===== config.mk =====
export PLATFORM = sky130hd
export DESIGN_NAME = spi_scene_loader
export DESIGN_NICKNAME = d
export VERILOG_FILES = /design/src/rtl/spi_scene_loader.sv
export SDC_FILE = /design/constraint.sdc
export NUM_CORES = 1
export LEC_CHECK = 0
export CORE_MARGIN = 5
export CORE_UTILIZATION = 45
export CTS_BUF_LIST = sky130_fd_sc_hd__clkbuf_8
export DETAILED_ROUTE_END_ITERATION = 7
export GPL_TIMING_DRIVEN = 1
export HOLD_SLACK_MARGIN = 0.05
export PLACE_DENSITY_LB_ADDON = 0.2
export SETUP_SLACK_MARGIN = 0.02
export SLEW_MARGIN = 20
export SYNTH_ARGS = -nofsm -noshare
export SYNTH_HDL_FRONTEND = slang
export SYNTH_SLANG_ARGS = --single-unit

===== constraint.sdc =====
create_clock -name CLK100MHZ -period 2.4 [get_ports CLK100MHZ]
set_clock_uncertainty 0.1 [all_clocks]
set_input_delay 0.36 -clock CLK100MHZ [delete_from_list [all_inputs] [get_ports CLK100MHZ]]
set_output_delay 0.36 -clock CLK100MHZ [all_outputs]
set_load 0.005 [all_outputs]

===== src/rtl/spi_scene_loader.sv =====
// SPI scene loader: parses 64-bit SPI words into scene RAM writes,
// commit requests and full-scene clears, with timeout and error status.
// Ports: CLK100MHZ/ck_rst_ clock and async active-low reset;
//   recv_dv/recv_64bit incoming word strobe and data;
//   frame_busy defers commit while the raytracer renders;
//   recv_interrupt flow control to the MCU (high = ready for a word);
//   scene_wr_en/scene_wr_addr/scene_wr_data scene RAM write port;
//   commit one-cycle swap pulse; err sticky {overrun, timeout, bad header}.
module spi_scene_loader #(
   parameter int OBJ_AW         = 4,
   parameter int TIMEOUT_CYCLES = 1000000
) (
   input  logic              CLK100MHZ,
   input  logic              ck_rst_,
   input  logic              recv_dv,
   input  logic [63:0]       recv_64bit,
   input  logic              frame_busy,
   output logic              recv_interrupt,
   output logic              scene_wr_en,
   output logic [OBJ_AW:0]   scene_wr_addr,
   output logic [63:0]       scene_wr_data,
   output logic              commit,
   output logic [2:0]        err
);

   localparam int TW = $clog2(TIMEOUT_CYCLES + 1);
   localparam logic [TW-1:0] TO_LAST = TW'(TIMEOUT_CYCLES - 1);

   typedef enum logic [2:0] {
      IDLE,
      PAYLOAD0,
      PAYLOAD1,
      WAIT_SWAP,
      CLEARING
   } state_t;

   state_t              state;
   logic [OBJ_AW-1:0]   obj_idx;
   logic [OBJ_AW:0]     clr_addr;
   logic [TW-1:0]       to_cnt;

   logic [7:0] hdr_sync;
   logic [3:0] hdr_op;
   logic [7:0] hdr_idx;
   logic       sync_ok;
   logic       idx_ok;
   logic       is_write;
   logic       is_commit;
   logic       is_clear;

   assign hdr_sync  = recv_64bit[63:56];
   assign hdr_op    = recv_64bit[55:52];
   assign hdr_idx   = recv_64bit[47:40];
   assign sync_ok   = (hdr_sync == 8'hA5);
   // index bits above the object range must be zero
   assign idx_ok    = ((hdr_idx >> OBJ_AW) == 8'd0);
   assign is_write  = sync_ok && (hdr_op == 4'd1) && idx_ok;
   assign is_commit = sync_ok && (hdr_op == 4'd2);
   assign is_clear  = sync_ok && (hdr_op == 4'd3);

   always_ff @(posedge CLK100MHZ or negedge ck_rst_) begin
      if (!ck_rst_) begin
         state          <= IDLE;
         obj_idx        <= '0;
         clr_addr       <= '0;
         to_cnt         <= '0;
         recv_interrupt <= 1'b1;
         scene_wr_en    <= 1'b0;
         scene_wr_addr  <= '0;
         scene_wr_data  <= '0;
         commit         <= 1'b0;
         err            <= 3'b000;
      end else begin
         scene_wr_en <= 1'b0;
         commit      <= 1'b0;
         unique case (state)
            IDLE: begin
               if (recv_dv) begin
                  unique case (1'b1)
                     is_write: begin
                        obj_idx <= hdr_idx[OBJ_AW-1:0];
                        to_cnt  <= '0;
                        state   <= PAYLOAD0;
                     end
                     is_commit: begin
                        recv_interrupt <= 1'b0;
                        state          <= WAIT_SWAP;
                     end
                     is_clear: begin
                        // address 0 is written on entry so the
                        // zero writes line up with the busy window
                        recv_interrupt <= 1'b0;
                        scene_wr_en    <= 1'b1;
                        scene_wr_addr  <= '0;
                        scene_wr_data  <= '0;
                        clr_addr       <= (OBJ_AW+1)'(1);
                        state          <= CLEARING;
                     end
                     default: err[0] <= 1'b1;
                  endcase
               end
            end
            PAYLOAD0, PAYLOAD1: begin
               if (recv_dv) begin
                  scene_wr_en   <= 1'b1;
                  scene_wr_addr <= {obj_idx, state == PAYLOAD1};
                  scene_wr_data <= recv_64bit;
                  to_cnt        <= '0;
                  state         <= (state == PAYLOAD0) ? PAYLOAD1 : IDLE;
               end else if (to_cnt == TO_LAST) begin
                  err[1] <= 1'b1;
                  to_cnt <= '0;
                  state  <= IDLE;
               end else begin
                  to_cnt <= to_cnt + TW'(1);
               end
            end
            WAIT_SWAP: begin
               if (recv_dv) err[2] <= 1'b1;
               if (!frame_busy) begin
                  commit         <= 1'b1;
                  recv_interrupt <= 1'b1;
                  state          <= IDLE;
               end
            end
            CLEARING: begin
               if (recv_dv) err[2] <= 1'b1;
               // counter wrapped back to 0: every address written
               if (clr_addr == '0) begin
                  err            <= 3'b000;
                  recv_interrupt <= 1'b1;
                  state          <= IDLE;
               end else begin
                  scene_wr_en   <= 1'b1;
                  scene_wr_addr <= clr_addr;
                  scene_wr_data <= '0;
                  clr_addr      <= clr_addr + (OBJ_AW+1)'(1);
               end
            end
            default: begin
               recv_interrupt <= 1'b1;
               state          <= IDLE;
            end
         endcase
      end
   end

endmodule


Yosys cells after proc, flatten, opt, wreduce, memory -nomap -nowiden
Cells that the tools add are included.
{"block": "op_classes", "n_addsub": 2, "eq_ne": 22, "muxes": 48, "n_bitwise": 1, "reduce_logical": 23}
{"cell": "$mux 64", "count": 4}
{"cell": "$pmux 64 s3", "count": 1}
{"cell": "$mux 20", "count": 4}
{"cell": "$pmux 20 s2", "count": 1}
{"cell": "$mux 5", "count": 7}
{"cell": "$ne 2x2->1 const B", "count": 11}
{"cell": "$add 20x1->20 const B", "count": 1}
{"cell": "$eq 20x20->1 const B", "count": 1}
{"cell": "$mux 3", "count": 6}
{"cell": "$mux 1", "count": 15}
{"cell": "$pmux 5 s3", "count": 1}
{"cell": "$reduce_and 5->1", "count": 3}
{"cell": "$pmux 3 s4", "count": 1}
{"cell": "$reduce_and 4->1", "count": 3}
{"cell": "$pmux 5 s2", "count": 1}
{"cell": "$pmux 3 s3", "count": 1}
{"cell": "$eq 4x2->1 const B", "count": 2}
{"cell": "$eq 8x8->1 const B", "count": 1}
{"cell": "$logic_not 8->1", "count": 1}
{"cell": "$reduce_bool 2->1", "count": 4}
{"cell": "$eq 3x2->1 const B", "count": 2}
{"cell": "$pmux 1 s2", "count": 3}
{"cell": "$reduce_and 3->1", "count": 2}
{"cell": "$add 5x1->5 const B", "count": 1}
{"cell": "15 further kinds", "count": 19}
{"block": "totals", "reg_bits": 107, "in_bits": 68, "output_inout_bits": 75, "word_cells": 108}

Longest topological paths before layout
Gate-level depths: netlist of the first run.
{"block": "logic_depth", "depth_word": 7, "depth_mapped": 8, "mapped_depth_nobuf": 7}

Least setup slack after synthesis of the first run
OpenSTA, ideal clock, no wires.
{"block": "synth_path", "kind": "in2reg", "from": "input recv_64bit[62]", "to": "register scene_wr_data[0]", "setup_ps": 121, "arrival_time_ps": 1930, "required_time_ps": 2179, "setup_slack_ps": 249, "cell_stages": 7, "n_path_buf": 2, "path_cell_list": "or4b_4 -> nor4_4 -> and3_2 -> nor3_2 -> buf_6 -> buf_6 -> a22o_1"}
{"block": "synth_via", "elab_chain_len": 4}
{"item": "start: declaration", "line_no": "16", "text": "input logic [63:0] recv_64bit,"}
{"item": "$eq 8x8->1", "line_no": "54", "text": "assign sync_ok = (hdr_sync == 8'hA5);"}
{"item": "$logic_and 1x1->1", "line_no": "59", "text": "assign is_clear = sync_ok && (hdr_op == 4'd3);"}
{"item": "$ne 2x2->1 (no line)"}
{"item": "$reduce_and 5->1 (no line)"}
{"item": "end signal: assignment", "line_no": "107", "text": "scene_wr_data <= recv_64bit;"}
{"item": "end: declaration", "line_no": "21", "text": "output logic [63:0] scene_wr_data,"}
Every way passes these cells.
A chain may end at the register's enable or synchronous reset.

Worst setup path after layout of the first run
{"block": "layout_path", "from": "input recv_64bit[57]", "to": "register obj_idx[1]"}
{"block": "layout_via", "elab_chain_len": 4}
{"item": "$eq 8x8->1", "line_no": "54"}
{"item": "$logic_and 1x1->1 (2 in a row)", "line_no": "57", "text": "assign is_write = sync_ok && (hdr_op == 4'd1) && idx_ok;"}
{"item": "$reduce_and 3->1 (no line)"}
{"item": "end signal: assignment", "line_no": "81", "text": "obj_idx <= hdr_idx[OBJ_AW-1:0];"}
{"item": "end: declaration", "line_no": "38", "text": "logic [OBJ_AW-1:0] obj_idx;"}
Every way passes these cells.

==> reports/results.txt, run 1 <==
Counting the buffers created by CTS gives 9. The tools report the latest clock arrival within the worst-skew pair as 0.36 ns. After filler insertion, the fill cell instance count of the layout stands at 787. The run gives 0 as the global-route congestion overflow total. Summing the areas of all compound-gate instances in the mapped netlist gives 21.9% of the synthesized area. TritonCTS built the clock tree. The cell family with the largest share of critical-path delay is simple AND/OR/NAND/NOR gates. The final clock period utilization by the worst path came out at 94.6%.

The smallest clock period supported by the final layout is computed as 2.27 ns. In this run the mean area of a mapped cell was 11.9 um2. The transition time at the pin with the least slew margin came out at 0.668 ns. Per report_power, the combinational group accounts for 9.7% of the total.

For the via count, the log shows 3853. The total routed wirelength is 12500 um. Of all flip-flops after synthesis, the portion carrying an async set or reset was 100%. Total of buffers placed on input and output ports: 142. The run gives 0.876 as the final weighted congestion in routability-driven placement.

The max-slew violation count was 0. The total number of clock tree sinks is 107, and the largest net degree at the start of global routing is 65. After synthesis, the largest family of logic cells by area is compound AO/OA/AOI/OAI gates.

Row generation in the floorplan step produced 37 rows. The internal portion of the total power is 2.58 mW. The logs give 0 for the number of buffers inserted by post-CTS setup repair and 0 for the initial antenna violation count. STA classifies the critical path endpoint as a flip-flop.

In the final routed layout, each cell accounts on average for 18.0 um. The H-tree was split into 3 levels. The cell that appears most often on the critical path is sky130_fd_sc_hd__buf_4. The synthesis-to-finish area growth was 43.7%; the final sum of negative setup slack was 0 ns.

For this run, the share of the core covered by cells in the final layout is 65.2%. The share of total power consumed by net switching was 24.5%. The longest clock path from root to sink contains 2 buffers. At the worst endpoint, the arrival time is 2.42 ns. For this design the ratio of total power to cell area is 517 nW/um2. The flow ran to the end, and the final reports show no timing, DRC or antenna violations. After detailed routing, the number of vias per cell comes to 5.53.

The most used flip-flop cell after synthesis is sky130_fd_sc_hd__dfrtp_1. The kind of start point of the critical path is a primary input. The delay of the slowest critical-path stage was 0.62 ns. For the cell area after technology mapping, the log shows 4600 um2. The top cell types in the final layout, fill and taps aside, are 141 x sky130_fd_sc_hd__clkdlybuf4s50_1, 106 x sky130_fd_sc_hd__dfrtp_1, 66 x sky130_fd_sc_hd__a22o_1, 35 x sky130_fd_sc_hd__buf_4, 26 x sky130_fd_sc_hd__nand2_1. Critical path start-end classification: primary input to flip-flop. In the final layout, flip-flops and latches occupy 2680 um2. Based on the critical path, the design can be clocked at up to 440 MHz. The final count of hold timing violations came out at 0. The most common library cell in the layout ignoring fill and taps is sky130_fd_sc_hd__clkdlybuf4s50_1. The synthesized netlist devotes 0.761% of its cell area to XOR and XNOR gates.

The post-synthesis adder-cell area fraction works out to 0.816%. The tools report the die area as 12300 um2. The total power was 3.42 mW.

The run gives 627 as the final net count. The post-synthesis simple-gate area fraction came out at 12.5%. The share of total power dissipated in sequential elements is 55.6%.

After detailed routing, the number of remaining DRC violations is 0. The clock transition at the registers of the reported paths was 0.11 ns; the normalized max-slew margin was 55.5%. Synthesis produced a netlist whose cell count is 386. The overall die width works out to 111 um. In this run the remaining antenna-violating nets after routing total 0. Post-synthesis sequential area ratio: 58.2%.

The run gives 2.96 nW as the leakage power figure. Before antenna repair, the detailed router went through 4 iterations. Setup repair after global routing left no endpoint under its margin.

The synthesized design contains 107 register bits. The core region is 10100 um2. Largest vdd supply drop: 0.000300 V.

The number of flops mapped to enable cells by yosys was 0; the share of post-route cells with drive strength above 1 was 13.4%. For the post-synth net total, the log shows 457. From bottom edge to top edge, the die measures 111 um.

Largest area contributor in the synthesized netlist: sky130_fd_sc_hd__dfrtp_1. Walking the worst path, the cells encountered are clkdlybuf4s50_1 -> or4bb_1 -> nor3_2 -> buf_4 -> nand3_1 -> nor2_1 -> buf_4 -> mux2_2. The tools report the buffer type at the clock tree root as sky130_fd_sc_hd__clkbuf_8. The run gives 0.839 mW as the net switching power. The aggregate global-route resource usage was 20.8%; the largest fanout of any net on the critical path was 5. The slowest cell on the critical path is sky130_fd_sc_hd__or4bb_1. The critical path contains buffers and inverters numbering 3 combined.

The final setup violation count was 0; the distinct cell type count of the synthesized netlist was 54. Once the floorplan was initialized, standard cells occupied 45.4% of the core. Of the post-synthesis cell area, the dominant cell type holds 57.7%. The repair_antennas step left the layout with diodes totalling 0.

In this run, the clock network consumes 34.6% of the power. Summing all multi-input logic gate instances after layout gives 1770 um2. Yosys printed 0 warnings.

After synthesis, the share of cell area in mux cells is 2.37%. For flop-to-flop paths, the worst setup slack is 0.23 ns. For the sum of net half-perimeters after detailed placement, the log shows 9110 um.

Across the run, the number of max-cap violations was 0. The tools report the number of global-route vias before repair as 4066. The violation count after the first detailed-routing iteration came out at 216. I/O pin total: 143. The kind of path behind the tightest hold check is primary input to async pin.

The first-pass GRT wire length is 21000 um. Sorting the synthesized cells by area gives the leading types as sky130_fd_sc_hd__dfrtp_1 58%, sky130_fd_sc_hd__a22o_1 13%, sky130_fd_sc_hd__nand2_1 2.1%. Data on the critical path is required at its endpoint by 2.55 ns.
final timing paths:
path,depth (start not counted),start,endpoint
worst max-delay path,8,recv_64bit[57],obj_idx[1]
worst min-delay path,2,ck_rst_,to_cnt[16]
worst max register to register,7,clr_addr[0],scene_wr_data[41]
worst min register to register,1,scene_wr_data[17],scene_wr_data[17]
max in group asynchronous,3,ck_rst_,scene_wr_data[42]
min in group CLK100MHZ,1,scene_wr_data[17],scene_wr_data[17]
synth_stat cells, types with 2 or more instances:
library cell / instances
sky130_fd_sc_hd__a41oi_1: 4
sky130_fd_sc_hd__or3_1: 5
sky130_fd_sc_hd__a2bb2oi_1: 4
sky130_fd_sc_hd__nor3_1: 6
sky130_fd_sc_hd__nor3_2: 3
sky130_fd_sc_hd__ha_1: 3
sky130_fd_sc_hd__and3_1: 5
sky130_fd_sc_hd__nand3_1: 11
sky130_fd_sc_hd__inv_1: 7
sky130_fd_sc_hd__nand4_1: 8
sky130_fd_sc_hd__o21ai_0: 16
sky130_fd_sc_hd__nand2b_1: 4
sky130_fd_sc_hd__mux2_2: 7
sky130_fd_sc_hd__o31ai_1: 2
sky130_fd_sc_hd__nor4_1: 2
sky130_fd_sc_hd__a22o_1: 66
sky130_fd_sc_hd__or2_2: 2
sky130_fd_sc_hd__a22oi_1: 2
sky130_fd_sc_hd__nand2_1: 26
sky130_fd_sc_hd__o21a_1: 2
sky130_fd_sc_hd__mux2i_1: 3
sky130_fd_sc_hd__a31oi_1: 12
sky130_fd_sc_hd__xor2_1: 3
sky130_fd_sc_hd__a21o_1: 3
sky130_fd_sc_hd__nor2_1: 15
sky130_fd_sc_hd__clkbuf_1: 14
sky130_fd_sc_hd__dfrtp_1: 106
sky130_fd_sc_hd__buf_6: 7
sky130_fd_sc_hd__a21oi_1: 13
sequential cells by signal, summed over array words and instances (netlist names):
signal          cells
scene_wr_addr       5
state               3
err                 3
obj_idx             4
to_cnt             20
scene_wr_data      64
clr_addr            5
commit              1
scene_wr_en         1
recv_interrupt      1
stage by stage:
step / hold WS [ns] / area [um2] / cells / worst slack [ns]
6_report: 0.342 / 6610 / 697 / 0.128
5_1_grt: 0.362 / 6610 / 697 / 0.0231
4_1_cts: 0.354 / 6610 / 697 / 0.117
3_5_place_dp: 0.209 / 6380 / 680 / -0.281
3_3_place_gp: 0.208 / 6380 / 680 / -0.237
2_1_floorplan: -0.0356 / 4600 / 386 / 0.249
what timing repair did:
action / 4_1_cts / 5_1_grt
endpoints found under the setup margin: 0 / 1
hold buffers: 1 / 0
gates resized for setup: 0 / 1
hold endpoints to repair: 25 / 0
power by group through the flow:
stage	combinational, mW	sequential, mW	clock, mW
floorplan	0.0767	1.93	0
global placement	0.331	1.94	0
detailed placement	0.340	1.93	0
CTS	0.341	1.90	1.22
global route	0.368	1.91	1.30
finish	0.333	1.90	1.18
final cells by class:
type | instances | area share [%]
Tap cell | 136 | 2.57
Clock inverter | 7 | 1.36
Clock buffer | 9 | 1.87
Timing Repair Buffer | 180 | 26.4
Sequential cell | 107 | 40.5
Inverter | 8 | 0.454
Multi-Input combinational cell | 250 | 26.8
kinds of logic (layout without fill, tap and decap cells):
family	after synthesis	after routing
AOI/OAI and AO/OA	132	132
DFF	107	107
and+or+nand+nor	101	101
buffers and inverters	29	204
muxes	10	10
xor gates and xnor gates	4	4
adders and majority gates	3	3
worst reg2reg max path, delay by kind of cell, from the launching register on:
| family | cells | cell delay, ns |
|---|---|---|
| compound gates | 1 | 0.19 |
| fa+ha+maj | 1 | 0.16 |
| buf+inv | 2 | 0.38 |
| simple gates | 3 | 0.89 |
| flops | 1 | 0.41 |
routing by layer:
metal / vias up / track usage [%] / routed length (um)
met1: 1915 / 26.9 / 5420
met5: - / 0 / 0
met2: 127 / 33.9 / 6090
met4: 0 / 5.27 / 106
met3: 7 / 7.21 / 927
li1: 1804 / - / -
Power figures use the tool's default switching activity.
==> run 2: changes to the inputs <==
Settings changed: CAP_MARGIN set to 25.
==> results of run 2 <==
The final DEF is identical to that of run 1; final timing and power are the same.
==> run 3: changes to the inputs <==
Settings changed: RECOVER_POWER set to 50.
==> run 3 against run 2 <==
Effect of this change: non-clock buffer count unchanged; count of clock-buffer cells in the layout unchanged; final cell count unchanged; combinational power decreased by 3%; sequential cell count did not move; utilization shrank 0.21 points.
==> reports/results.txt, run 3 (synthesis gave the netlist of run 1 again) <==
The run finished with clean final reports. The placed cell count is 680 (unchanged), and the share of total power consumed by net switching is 24.6% (+0.080 points). The per-cell via count in the routed design is 5.55 (+0.42%).

In this run the worst setup path begins at recv_64bit[57]. In the final layout, the registers with the most flip-flops are scene_wr_data x64, to_cnt x20. The tools report the endpoint arrival time on the critical path as 2.42 ns (about the same). Non-filler instance count after layout: 697 (unchanged). The logs give 107 (unchanged) for the total number of clock tree sinks and 9 (unchanged) for the number of buffers created by CTS. From synthesis to final layout, the design area changed by 43.2%.

For the final count of hold timing violations, the log shows 0 (unchanged). The detailed router used layers up to and including met4. Worst slack at placement: -0.281 ns (unchanged). In the layout the commonest cells are 106 x sky130_fd_sc_hd__dfrtp_1, 106 x sky130_fd_sc_hd__clkdlybuf4s50_1, 66 x sky130_fd_sc_hd__a22o_1, 36 x sky130_fd_sc_hd__dlygate4sd3_1, 33 x sky130_fd_sc_hd__buf_4.

For the total DRC errors in the routed layout, the log shows 0 (unchanged). Sum of net half-perimeters after detailed placement: 9110 um (unchanged). The critical path start-end classification was primary input to flip-flop.

The logs give 0.876 (unchanged) for the final weighted congestion in routability-driven placement and 792 (+0.64%) for the total of fill cells in the finished design. The number of global-route vias before repair is 4066 (unchanged), and the post-layout utilization of the core is 65.0% (-0.21 points). The placement-stage cell area came out at 6380 um2 (unchanged). The first-pass GRT wire length was 21000 um (unchanged). For the violation count after the first detailed-routing iteration, the log shows 222 (+2.8%).

In this run the critical register-to-register path is launched from to_cnt[0]. The kind of path behind the tightest hold check is primary input to async pin. The average wire per standard cell was 18.1 um (+0.45%); the number of diodes was 0 (unchanged).

The final period demand of the worst path is 2.27 ns (-0.00101 ns), and the net switching power is 0.840 mW (about the same). The tools report the clock network fraction of total power as 34.7% (about the same). For the combinational share of power, the log shows 9.5% (-0.2 points). The worst setup path is launched from a primary input.

For the aggregate global-route resource usage, the log shows 20.8% (unchanged). The logs give 2 (unchanged) for the number of buffers between clock root and the deepest sink and 0 (unchanged) for the max-slew violation count. The critical path goes through clkdlybuf4s50_1 -> or4bb_1 -> nor3_2 -> buf_4 -> nand3_1 -> nor2_1 -> buf_4 -> mux2_2. The tools report the number of placement rows as 37 (unchanged). Total routed wirelength: 12600 um (+0.45%).

The total of max-cap violations is 0 (unchanged). The largest net degree at the start of global routing came out at 65 (unchanged). The worst endpoint required time is 2.55 ns (about the same). The tools report the maximum frequency from static timing analysis as 440 MHz (about the same).

The number of flip-flops in the largest register was 64 (unchanged). Among all stages on the critical path, the largest delay is contributed by sky130_fd_sc_hd__or4bb_1. The largest fanout of any net on the critical path came out at 5 (unchanged). The via count is 3869 (+0.42%). Global-route congestion overflow total: 0 (unchanged). The routed wire length on met2 is 6120 um (+0.41%), and the relative contribution of sequential cells to total power is 55.8% (+0.2 points).

The clock transition at the registers of the reported paths was 0.11 ns (about the same); the final setup violation count was 0 (unchanged). The detailed-route wire length on metal 1 is 5450 um (+0.53%). The area used by sequential logic in the layout is 2680 um2 (unchanged), and the number of buffer and inverter instances along the worst setup path is 3 (unchanged). The overall die width was 111 um (unchanged); the total of buffers placed on input and output ports was 142 (unchanged). The initial antenna violation count was 0 (unchanged); the latest clock arrival within the worst-skew pair was 0.36 ns (about the same).

The detailed-routed wire length on met3 came out at 936 um (+0.97%). The share of post-route cells with drive strength above 1 came out at 13.2% (-0.18 points). The delay of the slowest critical-path stage came out at 0.62 ns (about the same). The number of nets still failing antenna checks after routing was 0 (unchanged). The power density over the cells was 518 nW/um2 (about the same); the die span in y was 111 um (unchanged). scene_wr_data holds more flip-flops than any other register.

The final worst slack was 0.129 ns (+0.00101 ns). Transition time at the pin with the least slew margin: 1.15 ns (+0.481 ns). The most common cell type on the critical path was sky130_fd_sc_hd__buf_4.

Final net count: 627 (unchanged). I/O pin total: 143 (unchanged). The element type at the critical path end was a flip-flop. The logs give 0 (unchanged) for the number of buffers inserted by post-CTS setup repair and 6590 um2 (-0.32%) for the final non-filler cell area.

The logs give 3.07 nW (+3.8%) for the leakage power figure and 5 (+1) for the first-pass iteration count of the detailed router. TritonCTS built the clock tree. For the initial core utilization, the log shows 45.4% (unchanged). The tools report the normalized max-slew margin as 23.4% (-32 points).

The tools report the die area as 12300 um2 (unchanged). The tools report the internal power consumption as 2.57 mW (-0.36%). The root buffer cell chosen for the clock tree is sky130_fd_sc_hd__clkbuf_8.

The logs give 10100 um2 (unchanged) for the core area and 3 (unchanged) for the deepest level of the CTS H-tree. On the critical path the largest part of the delay comes from simple AND/OR/NAND/NOR gates. The final clock period utilization by the worst path works out to 94.6% (about the same). The area of the multi-input gates came out at 1770 um2 (unchanged). The largest vdd supply drop is 0.000299 V (-0.26%). Setup repair after global routing left no endpoint under its margin.
==> run 3: cell count changes in the layout (fill, tap and decap cells not counted), sizes merged <==
cell | previous run | this run
clkbuf | 9 | 12
dlygate4sd3 | 1 | 36
buf | 38 | 35
clkdlybuf4s50 | 141 | 106
==> run 3: timing repair <==
action / CTS / global route
hold buffers: 1 / 0
endpoints found under the hold margin: 25 / 0
gates resized for setup: 0 / 1
endpoints found under the setup margin: 0 / 1
==> run 3: path summary, 6_finish.rpt <==
| kind | to | slack, ns | depth (start not counted) |
|---|---|---|---|
| min | to_cnt[16] | 0.33 | 2 |
| max reg2reg | state[0] | 0.22 | 6 |
| max | obj_idx[1] | 0.13 | 8 |
| min reg2reg | scene_wr_data[17] | 0.40 | 1 |
| min in group CLK100MHZ | scene_wr_data[17] | 0.40 | 1 |
| max in group asynchronous | to_cnt[10] | 0.44 | 3 |
==> run 3: layout make-up <==
cell class | instances | share of cell area (%)
Tap cell | 136 | 2.58
Multi-Input combinational cell | 250 | 26.9
Clock inverter | 7 | 1.37
Clock buffer | 9 | 1.88
Sequential cell | 107 | 40.6
Timing Repair Buffer | 180 | 26.1
Inverter | 8 | 0.456
==> run 3: per-stage QoR <==
step	total power [mW]	setup TNS (ns)	hold WS, ns
after floorplan	2.01	0	-0.0356
after global placement	2.27	-16.38	0.208
after detailed placement	2.27	-20.85	0.209
after CTS	3.47	0	0.354
after global routing	3.56	0	0.354
final	3.41	0	0.332
==> run 3: power by group through the flow <==
stage	Clock (mW)	Combinational, mW	Sequential [mW]
6_report	1.19	0.324	1.90
5_1_grt	1.30	0.359	1.91
4_1_cts	1.22	0.341	1.90
3_5_place_dp	0	0.340	1.93
3_3_place_gp	0	0.331	1.94
2_1_floorplan	0	0.0767	1.93
==> run 3: layer usage <==
layer / GRT usage (%) / vias to the layer above
li1: - / 1805
met1: 26.9 / 1917
met2: 33.9 / 140
met3: 7.21 / 7
met4: 5.27 / 0
met5: 0 / -
==> run 3: worst reg2reg max path: cells and delay by family, from the launching register on <==
kind                     cells  cell delay, ns
flip-flops                   1            0.41
adder cells (fa/ha/maj)      1            0.22
AND/OR/NAND/NOR              3            0.70
AO/OA/AOI/OAI                1            0.33
multiplexers                 1            0.29
